<file path="config.mk">
export PLATFORM = sky130hd
export DESIGN_NAME = keypad_scan
export DESIGN_NICKNAME = d
export VERILOG_FILES = /design/src/rtl/keypad_scan_pkg.sv /design/src/rtl/keypad_scan_tick_gen.sv /design/src/rtl/keypad_scan.sv
export SDC_FILE = /design/constraint.sdc
export NUM_CORES = 1
export LEC_CHECK = 0
export BUFFER_PORTS_ARGS = -buffer_cell sky130_fd_sc_hd__buf_2
export CAP_MARGIN = 20
export CELL_PAD_IN_SITES_DETAIL_PLACEMENT = 0
export CELL_PAD_IN_SITES_GLOBAL_PLACEMENT = 2
export CORE_MARGIN = 8
export CORE_UTILIZATION = 30
export CTS_BUF_LIST = sky130_fd_sc_hd__clkbuf_8
export DETAILED_ROUTE_END_ITERATION = 6
export PLACE_DENSITY = 0.6
export SYNTH_ARGS = -nofsm -noshare
export SYNTH_HDL_FRONTEND = slang
export SYNTH_SLANG_ARGS = --single-unit
</file>
<file path="constraint.sdc">
create_clock -name clk_100Mhz -period 4.8 [get_ports clk_100Mhz]
set_input_delay 0.48 -clock clk_100Mhz [delete_from_list [all_inputs] [get_ports clk_100Mhz]]
set_output_delay 0.48 -clock clk_100Mhz [all_outputs]
set_load 0.01 [all_outputs]
</file>
<file path="src/rtl/keypad_scan_pkg.sv">
// keypad_scan_pkg
//   Shared constants and small pure helpers for the 4x4 keypad scanner.
//   FSM state encodings, the row-drive reset pattern, the idle column pattern
//   and the one-cold <-> index conversions used by the scanner top.
//   Optional feature macro used by the scanner: KEYPAD_REPEAT_EN.
package keypad_scan_pkg;

    localparam logic [1:0] SCAN     = 2'd0;
    localparam logic [1:0] DEBOUNCE = 2'd1;
    localparam logic [1:0] HOLD     = 2'd2;

    localparam logic [3:0] ROW_RESET = 4'b1110;
    localparam logic [3:0] COL_IDLE  = 4'b1111;

    // True when exactly one of the four active-low lines is asserted.
    function automatic logic single_low(input logic [3:0] v);
        logic r;
        case (v)
            4'b1110, 4'b1101, 4'b1011, 4'b0111: r = 1'b1;
            default:                            r = 1'b0;
        endcase
        return r;
    endfunction

    // Index of the single low line; only meaningful when single_low(v) holds.
    function automatic logic [1:0] low_index(input logic [3:0] v);
        logic [1:0] r;
        case (v)
            4'b1110: r = 2'd0;
            4'b1101: r = 2'd1;
            4'b1011: r = 2'd2;
            4'b0111: r = 2'd3;
            default: r = 2'd0;
        endcase
        return r;
    endfunction

    // Column pattern expected while the key at column idx is pressed.
    function automatic logic [3:0] low_pattern(input logic [1:0] idx);
        logic [3:0] r;
        case (idx)
            2'd0:    r = 4'b1110;
            2'd1:    r = 4'b1101;
            2'd2:    r = 4'b1011;
            2'd3:    r = 4'b0111;
            default: r = 4'b1111;
        endcase
        return r;
    endfunction

endpackage

</file>
<file path="src/rtl/keypad_scan_tick_gen.sv">
// scan_tick_gen
//   Divides the system clock down to the keypad scan/sample rate.
//   Ports:
//     clk_100Mhz  in   system clock
//     rst_n       in   asynchronous reset, active-low
//     tick        out  registered one-cycle strobe every DIV clock cycles
module scan_tick_gen
    import keypad_scan_pkg::*;
#(
    parameter int DIV = 100_000
) (
    input  logic clk_100Mhz,
    input  logic rst_n,
    output logic tick
);

    localparam int              CW   = (DIV > 1) ? $clog2(DIV) : 1;
    localparam logic [CW-1:0]   LAST = CW'(DIV - 1);
    localparam logic [CW-1:0]   ONE  = CW'(1);
    localparam logic [CW-1:0]   ZERO = CW'(0);

    logic [CW-1:0] cnt_r;
    logic          tick_r;

    // Free-running divider; the strobe is registered so it is glitch-free.
    always_ff @(posedge clk_100Mhz or negedge rst_n) begin
        if (!rst_n) begin
            cnt_r  <= ZERO;
            tick_r <= 1'b0;
        end else if (cnt_r == LAST) begin
            cnt_r  <= ZERO;
            tick_r <= 1'b1;
        end else begin
            cnt_r  <= cnt_r + ONE;
            tick_r <= 1'b0;
        end
    end

    assign tick = tick_r;

endmodule

</file>
<file path="src/rtl/keypad_scan.sv">
// keypad_scan
//   4x4 matrix-keypad scanner. Drives one active-low row at a time, samples
//   the active-low columns through a 2-flop synchronizer, debounces press and
//   release, rejects ghost patterns (two or more columns low) and emits one
//   key code per accepted press.
//   Optional feature: define KEYPAD_REPEAT_EN to get auto-repeat pulses while
//   a key stays held (first after REPEAT_DELAY ticks, then every REPEAT_PERIOD).
//   Ports:
//     clk_100Mhz  in   system clock
//     rst_n       in   asynchronous reset, active-low
//     col[3:0]    in   keypad columns, active-low, asynchronous
//     row[3:0]    out  row drive, active-low, exactly one bit low
//     key_code    out  {row_idx, col_idx} of last accepted key
//     key_valid   out  one-cycle pulse when key_code is newly valid
//     key_held    out  high while the accepted key is still pressed
module keypad_scan
    import keypad_scan_pkg::*;
#(
    parameter int CLK_HZ         = 100_000_000,
    parameter int SCAN_HZ        = 1000,
    parameter int DEBOUNCE_TICKS = 20,
    parameter int REPEAT_DELAY   = 500,
    parameter int REPEAT_PERIOD  = 100
) (
    input  logic       clk_100Mhz,
    input  logic       rst_n,
    input  logic [3:0] col,
    output logic [3:0] row,
    output logic [3:0] key_code,
    output logic       key_valid,
    output logic       key_held
);

    localparam int            DW       = $clog2(DEBOUNCE_TICKS + 1);
    localparam logic [DW-1:0] DEB_MAX  = DW'(DEBOUNCE_TICKS);
    localparam logic [DW-1:0] DEB_ONE  = DW'(1);
    localparam logic [DW-1:0] DEB_ZERO = DW'(0);

    if (DEBOUNCE_TICKS < 2 || REPEAT_DELAY < 1 || REPEAT_PERIOD < 1 || CLK_HZ < SCAN_HZ) begin : g_param_check
        $error("keypad_scan: unsupported parameter set");
    end

    logic          tick_s;
    logic [3:0]    col_meta_r, col_sync_r;
    logic [1:0]    state_r, state_nx;
    logic [3:0]    row_r, row_nx;
    logic [1:0]    lat_row_r, lat_row_nx;
    logic [1:0]    lat_col_r, lat_col_nx;
    logic [DW-1:0] deb_cnt_r, deb_nx, deb_inc_s;
    logic [DW-1:0] rel_cnt_r, rel_nx, rel_inc_s;
    logic [3:0]    key_code_r, code_nx;
    logic          key_valid_r, valid_nx;
    logic          key_held_r, held_nx;
    logic          rep_fire_s;

    scan_tick_gen #(
        .DIV (CLK_HZ / SCAN_HZ)
    ) u_tick (
        .clk_100Mhz (clk_100Mhz),
        .rst_n      (rst_n),
        .tick       (tick_s)
    );

    // Synchronize the asynchronous column inputs; idle (all high) out of reset.
    always_ff @(posedge clk_100Mhz or negedge rst_n) begin
        if (!rst_n) begin
            col_meta_r <= COL_IDLE;
            col_sync_r <= COL_IDLE;
        end else begin
            col_meta_r <= col;
            col_sync_r <= col_meta_r;
        end
    end

    assign deb_inc_s = (deb_cnt_r == DEB_MAX) ? deb_cnt_r : deb_cnt_r + DEB_ONE;
    assign rel_inc_s = (rel_cnt_r == DEB_MAX) ? rel_cnt_r : rel_cnt_r + DEB_ONE;

`ifdef KEYPAD_REPEAT_EN
    localparam int             REP_MAX  = (REPEAT_DELAY > REPEAT_PERIOD) ? REPEAT_DELAY : REPEAT_PERIOD;
    localparam int             RW       = $clog2(REP_MAX + 1);
    localparam logic [RW-1:0]  REP_MAXV = RW'(REP_MAX);
    localparam logic [RW-1:0]  REP_DLY  = RW'(REPEAT_DELAY);
    localparam logic [RW-1:0]  REP_PER  = RW'(REPEAT_PERIOD);
    localparam logic [RW-1:0]  REP_ONE  = RW'(1);
    localparam logic [RW-1:0]  REP_ZERO = RW'(0);

    logic [RW-1:0] rep_cnt_r, rep_cnt_nx, rep_inc_s;
    logic          rep_armed_r, rep_armed_nx;

    assign rep_inc_s = (rep_cnt_r == REP_MAXV) ? rep_cnt_r : rep_cnt_r + REP_ONE;

    // Auto-repeat timing: first pulse after the initial delay, then periodic.
    // Any all-high tick in HOLD (release starting) cancels and restarts timing.
    always_comb begin
        rep_cnt_nx   = rep_cnt_r;
        rep_armed_nx = rep_armed_r;
        rep_fire_s   = 1'b0;
        if (state_r != HOLD) begin
            rep_cnt_nx   = REP_ZERO;
            rep_armed_nx = 1'b0;
        end else if (tick_s) begin
            if (col_sync_r == COL_IDLE) begin
                rep_cnt_nx   = REP_ZERO;
                rep_armed_nx = 1'b0;
            end else if (!rep_armed_r && rep_inc_s >= REP_DLY) begin
                rep_fire_s   = 1'b1;
                rep_cnt_nx   = REP_ZERO;
                rep_armed_nx = 1'b1;
            end else if (rep_armed_r && rep_inc_s >= REP_PER) begin
                rep_fire_s   = 1'b1;
                rep_cnt_nx   = REP_ZERO;
            end else begin
                rep_cnt_nx   = rep_inc_s;
            end
        end else begin
            rep_cnt_nx   = rep_cnt_r;
        end
    end

    // Repeat counter state.
    always_ff @(posedge clk_100Mhz or negedge rst_n) begin
        if (!rst_n) begin
            rep_cnt_r   <= REP_ZERO;
            rep_armed_r <= 1'b0;
        end else begin
            rep_cnt_r   <= rep_cnt_nx;
            rep_armed_r <= rep_armed_nx;
        end
    end
`else
    assign rep_fire_s = 1'b0;
`endif

    // Scan / debounce / hold decisions, all taken on the sample tick.
    always_comb begin
        state_nx   = state_r;
        row_nx     = row_r;
        lat_row_nx = lat_row_r;
        lat_col_nx = lat_col_r;
        deb_nx     = deb_cnt_r;
        rel_nx     = rel_cnt_r;
        code_nx    = key_code_r;
        valid_nx   = 1'b0;
        if (tick_s) begin
            case (state_r)
                SCAN: begin
                    // Exactly one low column on the driven row is a candidate;
                    // all-high or multiple lows (ghosting) keep the scan moving.
                    if (single_low(col_sync_r)) begin
                        lat_row_nx = low_index(row_r);
                        lat_col_nx = low_index(col_sync_r);
                        deb_nx     = DEB_ONE;
                        rel_nx     = DEB_ZERO;
                        state_nx   = DEBOUNCE;
                    end else begin
                        row_nx     = {row_r[2:0], row_r[3]};
                        deb_nx     = DEB_ZERO;
                    end
                end
                DEBOUNCE: begin
                    if (col_sync_r == low_pattern(lat_col_r)) begin
                        if (deb_inc_s >= DEB_MAX) begin
                            code_nx  = {lat_row_r, lat_col_r};
                            valid_nx = 1'b1;
                            deb_nx   = DEB_ZERO;
                            rel_nx   = DEB_ZERO;
                            state_nx = HOLD;
                        end else begin
                            deb_nx   = deb_inc_s;
                        end
                    end else begin
                        // Row stays put here and resumes rotating on the next tick.
                        deb_nx   = DEB_ZERO;
                        state_nx = SCAN;
                    end
                end
                HOLD: begin
                    // Release needs every column high; a second key is ignored.
                    if (col_sync_r == COL_IDLE) begin
                        if (rel_inc_s >= DEB_MAX) begin
                            rel_nx   = DEB_ZERO;
                            state_nx = SCAN;
                        end else begin
                            rel_nx   = rel_inc_s;
                        end
                    end else begin
                        rel_nx   = DEB_ZERO;
                        valid_nx = rep_fire_s;
                    end
                end
                default: begin
                    state_nx = SCAN;
                    row_nx   = ROW_RESET;
                    deb_nx   = DEB_ZERO;
                    rel_nx   = DEB_ZERO;
                end
            endcase
        end else begin
            state_nx = state_r;
        end
    end

    // key_held follows HOLD one cycle after acceptance and drops as HOLD is left.
    assign held_nx = (state_r == HOLD) && (state_nx == HOLD);

    // Main state and registered outputs.
    always_ff @(posedge clk_100Mhz or negedge rst_n) begin
        if (!rst_n) begin
            state_r     <= SCAN;
            row_r       <= ROW_RESET;
            lat_row_r   <= 2'd0;
            lat_col_r   <= 2'd0;
            deb_cnt_r   <= DEB_ZERO;
            rel_cnt_r   <= DEB_ZERO;
            key_code_r  <= 4'd0;
            key_valid_r <= 1'b0;
            key_held_r  <= 1'b0;
        end else begin
            state_r     <= state_nx;
            row_r       <= row_nx;
            lat_row_r   <= lat_row_nx;
            lat_col_r   <= lat_col_nx;
            deb_cnt_r   <= deb_nx;
            rel_cnt_r   <= rel_nx;
            key_code_r  <= code_nx;
            key_valid_r <= valid_nx;
            key_held_r  <= held_nx;
        end
    end

    assign row       = row_r;
    assign key_code  = key_code_r;
    assign key_valid = key_valid_r;
    assign key_held  = key_held_r;

endmodule

</file>
==> flow_results.org <==
** Timing
- Period minus WS final :: 2.29 ns
- The number of hold violations in the final report came to 0.
- Share of the clock period used by the worst path :: 47.7%
- Final Setup Violations :: 0
- Final WS setup :: 2.51 ns
- The count of final max-slew check failures was 0.
- Headroom to the max-slew limit came out at 48.2%.
- Unrepaired setup endpoints after global routing :: false
- Summed over all failing endpoints, the final setup total negative slack is 0 ns.
- Between clock sinks in the finished design, the worst skew comes to 0.00684 ns.
- Hold is met by 0.262 ns.
- Slew of the pin with the lowest slew margin :: 0.773 ns
- Max Fclk :: 437 MHz

** Clocking
- Clock tree synthesis found a total of 52 sinks.
- TritonCTS built the clock tree.
- Clock-pin slew was measured on the worst setup and hold paths at 0.10 ns.
- The cell sitting at the root of the clock tree is a clkbuf_8.
- The clock passes through at most 2 buffers.
- Insertion delay of the later-clocked pin in the worst-skew pair :: 0.30 ns
- CTS H-Tree Depth :: 2
- Clock tree synthesis inserted a total of 5 buffers.
- Number of buffers inserted for hold repair after clock tree synthesis :: 0
- Post-CTS Setup Repair Bufs :: 0
- Gates resized during post-CTS repair numbered 0.

** GRT
- After global routing the overflow that remains totals 0.
- Combined global-route utilization of all metal layers :: 9.17%
- The via count of the first global-routing pass came to 1782.
- First-pass GRT wire length :: 8.64 mm
- Entering global routing, the biggest net connects 53 pins.
- The initial antenna violation count is 0.

** Finish
- After filler insertion, the fill cell instance count of the layout stands at 855.
- Ant diodes :: 0
- Fraction of layout cells with a size suffix above 1 :: 17.4%
- The finished layout holds 373 standard cells, fillers aside.
- Final nets :: 279
- Leaving out fill and tap cells, the most frequent cells in the layout are dfrtp_1, inv_1, o21ai_0.
- The area growth from synthesis to layout is 10.2%.
- The library cell used most frequently in the layout, excluding fill and tap cells, is dfrtp_1.

** Power and ir drop
- Dividing total power by cell area gives a power density of 258 nW/um^2.
- For this design the static power due to leakage is 1.26 nW.
- Worst voltage drop across the vdd grid :: 106 uV

** Die
- The total area inside the core boundary comes to 8550 um^2.
- Initial cell density of the core :: 30.3%
- The floorplan step defined a die boundary enclosing 11900 um^2.
- During I/O placement, the number of pins put on the boundary was 16.
- Die width :: 109 um
- Measured along the y axis, the die boundary spans 109 um.
- The floorplan has 34 rows.

** Critical path
- Of all nets on the critical path, the largest fanout is 10.
- Max stage delay on crit path :: 0.64 ns
- STA puts the critical path data required time at 5.00 ns.
- STA classifies the critical path startpoint as a flop.
- Flop2flop setup slack :: 2.51 ns
- Cell chain of the critical path :: or3b_1 -> a21oi_2 -> nor4b_1 -> a211oi_2 -> mux2_2
- STA puts the critical path data arrival time at 2.49 ns.
- Worst setup path category :: flop to flop
- Cell type of the slowest stage on the worst timing path :: dfstp_2
- The worst setup path is captured at a flop.

** Logic synthesis
- After synthesis, flip-flops and latches occupy 50.8% of the total area.
- Yosys mapped the design onto 44 distinct sky130hd cell types.
- Mean post-synth cell area :: 10.4 um^2
- Syn_nets :: 263
- For this run, the number of Yosys warnings is 0.
- Counting flops with a built-in enable in the synthesized netlist gives 0.
- The most used flip-flop cell after synthesis is dfrtp_1.
- Asr flop ratio synth :: 100%
- Synthesis inferred 52 register bits.
- Cell count after synthesis :: 248
- The mapped netlist covers 2590 um^2.

** Route
- After detailed routing, the number of remaining DRC violations is 0.
- The detailed router finished its first iteration with 63 violations.
- Final wirelength :: 5.03 mm
- The first detailed-routing pass took 4 iterations.
- Vias after detailed routing :: 1759
- Dividing the detail-routed wire length by the instance count gives 13.5 um.
- Using the TritonRoute via totals, the vias-per-cell ratio works out to 4.72.
- The detail route stage leaves a number of antenna-violating nets equal to 0.

** Placement
- In this run, placement finished with an instance count of 364.
- After legalization and detailed placement, the total HPWL measured 3.52 mm.
- GP Congestion :: 0.733
- Timing analysis after detailed placement gives a worst setup slack of 2.51 ns.
- Number of port buffers :: 15

** Outcome
- Run status :: finished, final reports clean

** Flow run
- The tool flagged a number of max-cap violations equal to 0.

** Hold path
- The path class of the tightest hold or removal check is input pin to flop.
critical path: cells and delay by family (launching register included):
| family | cells | cell delay [ns] |
|---|---|---|
| simple gates | 2 | 0.46 |
| mux | 1 | 0.40 |
| compound gates | 2 | 0.68 |
| flops | 1 | 0.64 |
metal layers:
metal	up-vias	global-route usage, %	share of wire (%)
met3	5	2.30	3.2
met2	22	14.3	44
li1	890	-	-
met4	0	3.23	1.1
met1	842	12.0	51
met5	-	0	0
synthesized netlist by cell type, types with 2 or more instances:
cell | count | area share, %
a21oi_1 | 4 | 0.77
a31oi_1 | 2 | 0.48
and3_1 | 4 | 0.97
buf_6 | 3 | 1.3
clkbuf_1 | 2 | 0.29
dfrtp_1 | 41 | 40
dfstp_2 | 11 | 11
ha_1 | 9 | 4.3
inv_1 | 21 | 3.0
mux2_4 | 4 | 2.3
mux2i_1 | 2 | 0.77
nand2_1 | 17 | 2.5
nand2b_1 | 3 | 0.72
nand3_1 | 15 | 2.9
nand3b_1 | 3 | 0.87
nand4_1 | 11 | 2.7
nand4b_1 | 2 | 0.68
nor2_1 | 15 | 2.2
nor2b_1 | 2 | 0.48
nor3_1 | 4 | 0.77
nor4b_1 | 3 | 1.0
o211ai_1 | 2 | 0.58
o21ai_0 | 20 | 3.9
o31a_1 | 3 | 1.0
o31ai_1 | 3 | 0.87
or3_1 | 2 | 0.48
xnor2_1 | 11 | 3.7
xor2_1 | 13 | 4.4
cells by family after synthesis:
group                      after synthesis  synth area share (%)
buffers and inverters                   29                  5.27
and+or+nand+nor                         88                  18.5
muxes                                    7                  3.53
xor gates and xnor gates                24                  8.12
AOI/OAI and AO/OA                       39                  9.52
adders and majority gates                9                  4.35
DFF                                     52                  50.8
final cells by class:
class	count	area [um^2]	share of cell area (%)
clock inverters	2	13.8	0.482
repair buffers	17	90.1	3.16
inverters	21	78.8	2.76
flip-flops and latches	52	1320	46.1
multi-input cells	167	1140	39.9
well taps	108	135	4.73
clock buffers	6	82.6	2.89
worst paths after layout:
check                              start         endpoint  cells after the start
min                               col[2]    col_meta_r[2]                      1
min in group asynchronous          rst_n  u_tick.cnt_r[5]                      2
max reg2reg                col_sync_r[3]     rel_cnt_r[3]                      5
max in group asynchronous          rst_n           row[0]                      2
max                        col_sync_r[3]     rel_cnt_r[3]                      5
min reg2reg                col_meta_r[3]    col_sync_r[3]                      0
power breakdown:
group	internal (W)	total [W]	switching (W)
logic	0.00000515	0.0000165	0.0000114
clock network	0.000118	0.000271	0.000153
registers	0.000444	0.000449	0.00000498
sequential cells by signal, indices dropped and copies added (netlist names):
| signal | count |
|---|---|
| key_valid | 1 |
| state_r | 2 |
| u_tick.cnt_r | 17 |
| key_code | 4 |
| deb_cnt_r | 5 |
| col_meta_r | 4 |
| u_tick.tick | 1 |
| row | 4 |
| lat_col_r | 2 |
| key_held | 1 |
| col_sync_r | 4 |
| lat_row_r | 2 |
| rel_cnt_r | 5 |
metrics by stage:
stage / total power [W] / util [%] / instance area, um^2
4_1_cts: 0.000755 / 33.3 / 2850
6_report: 0.000737 / 33.4 / 2850
2_1_floorplan: 0.000464 / - / 2590
3_3_place_gp: 0.000475 / 32.2 / 2750
5_1_grt: 0.000771 / 33.4 / 2850
3_5_place_dp: 0.000475 / 32.2 / 2750
Note: power is estimated with default switching activity, not from simulation.
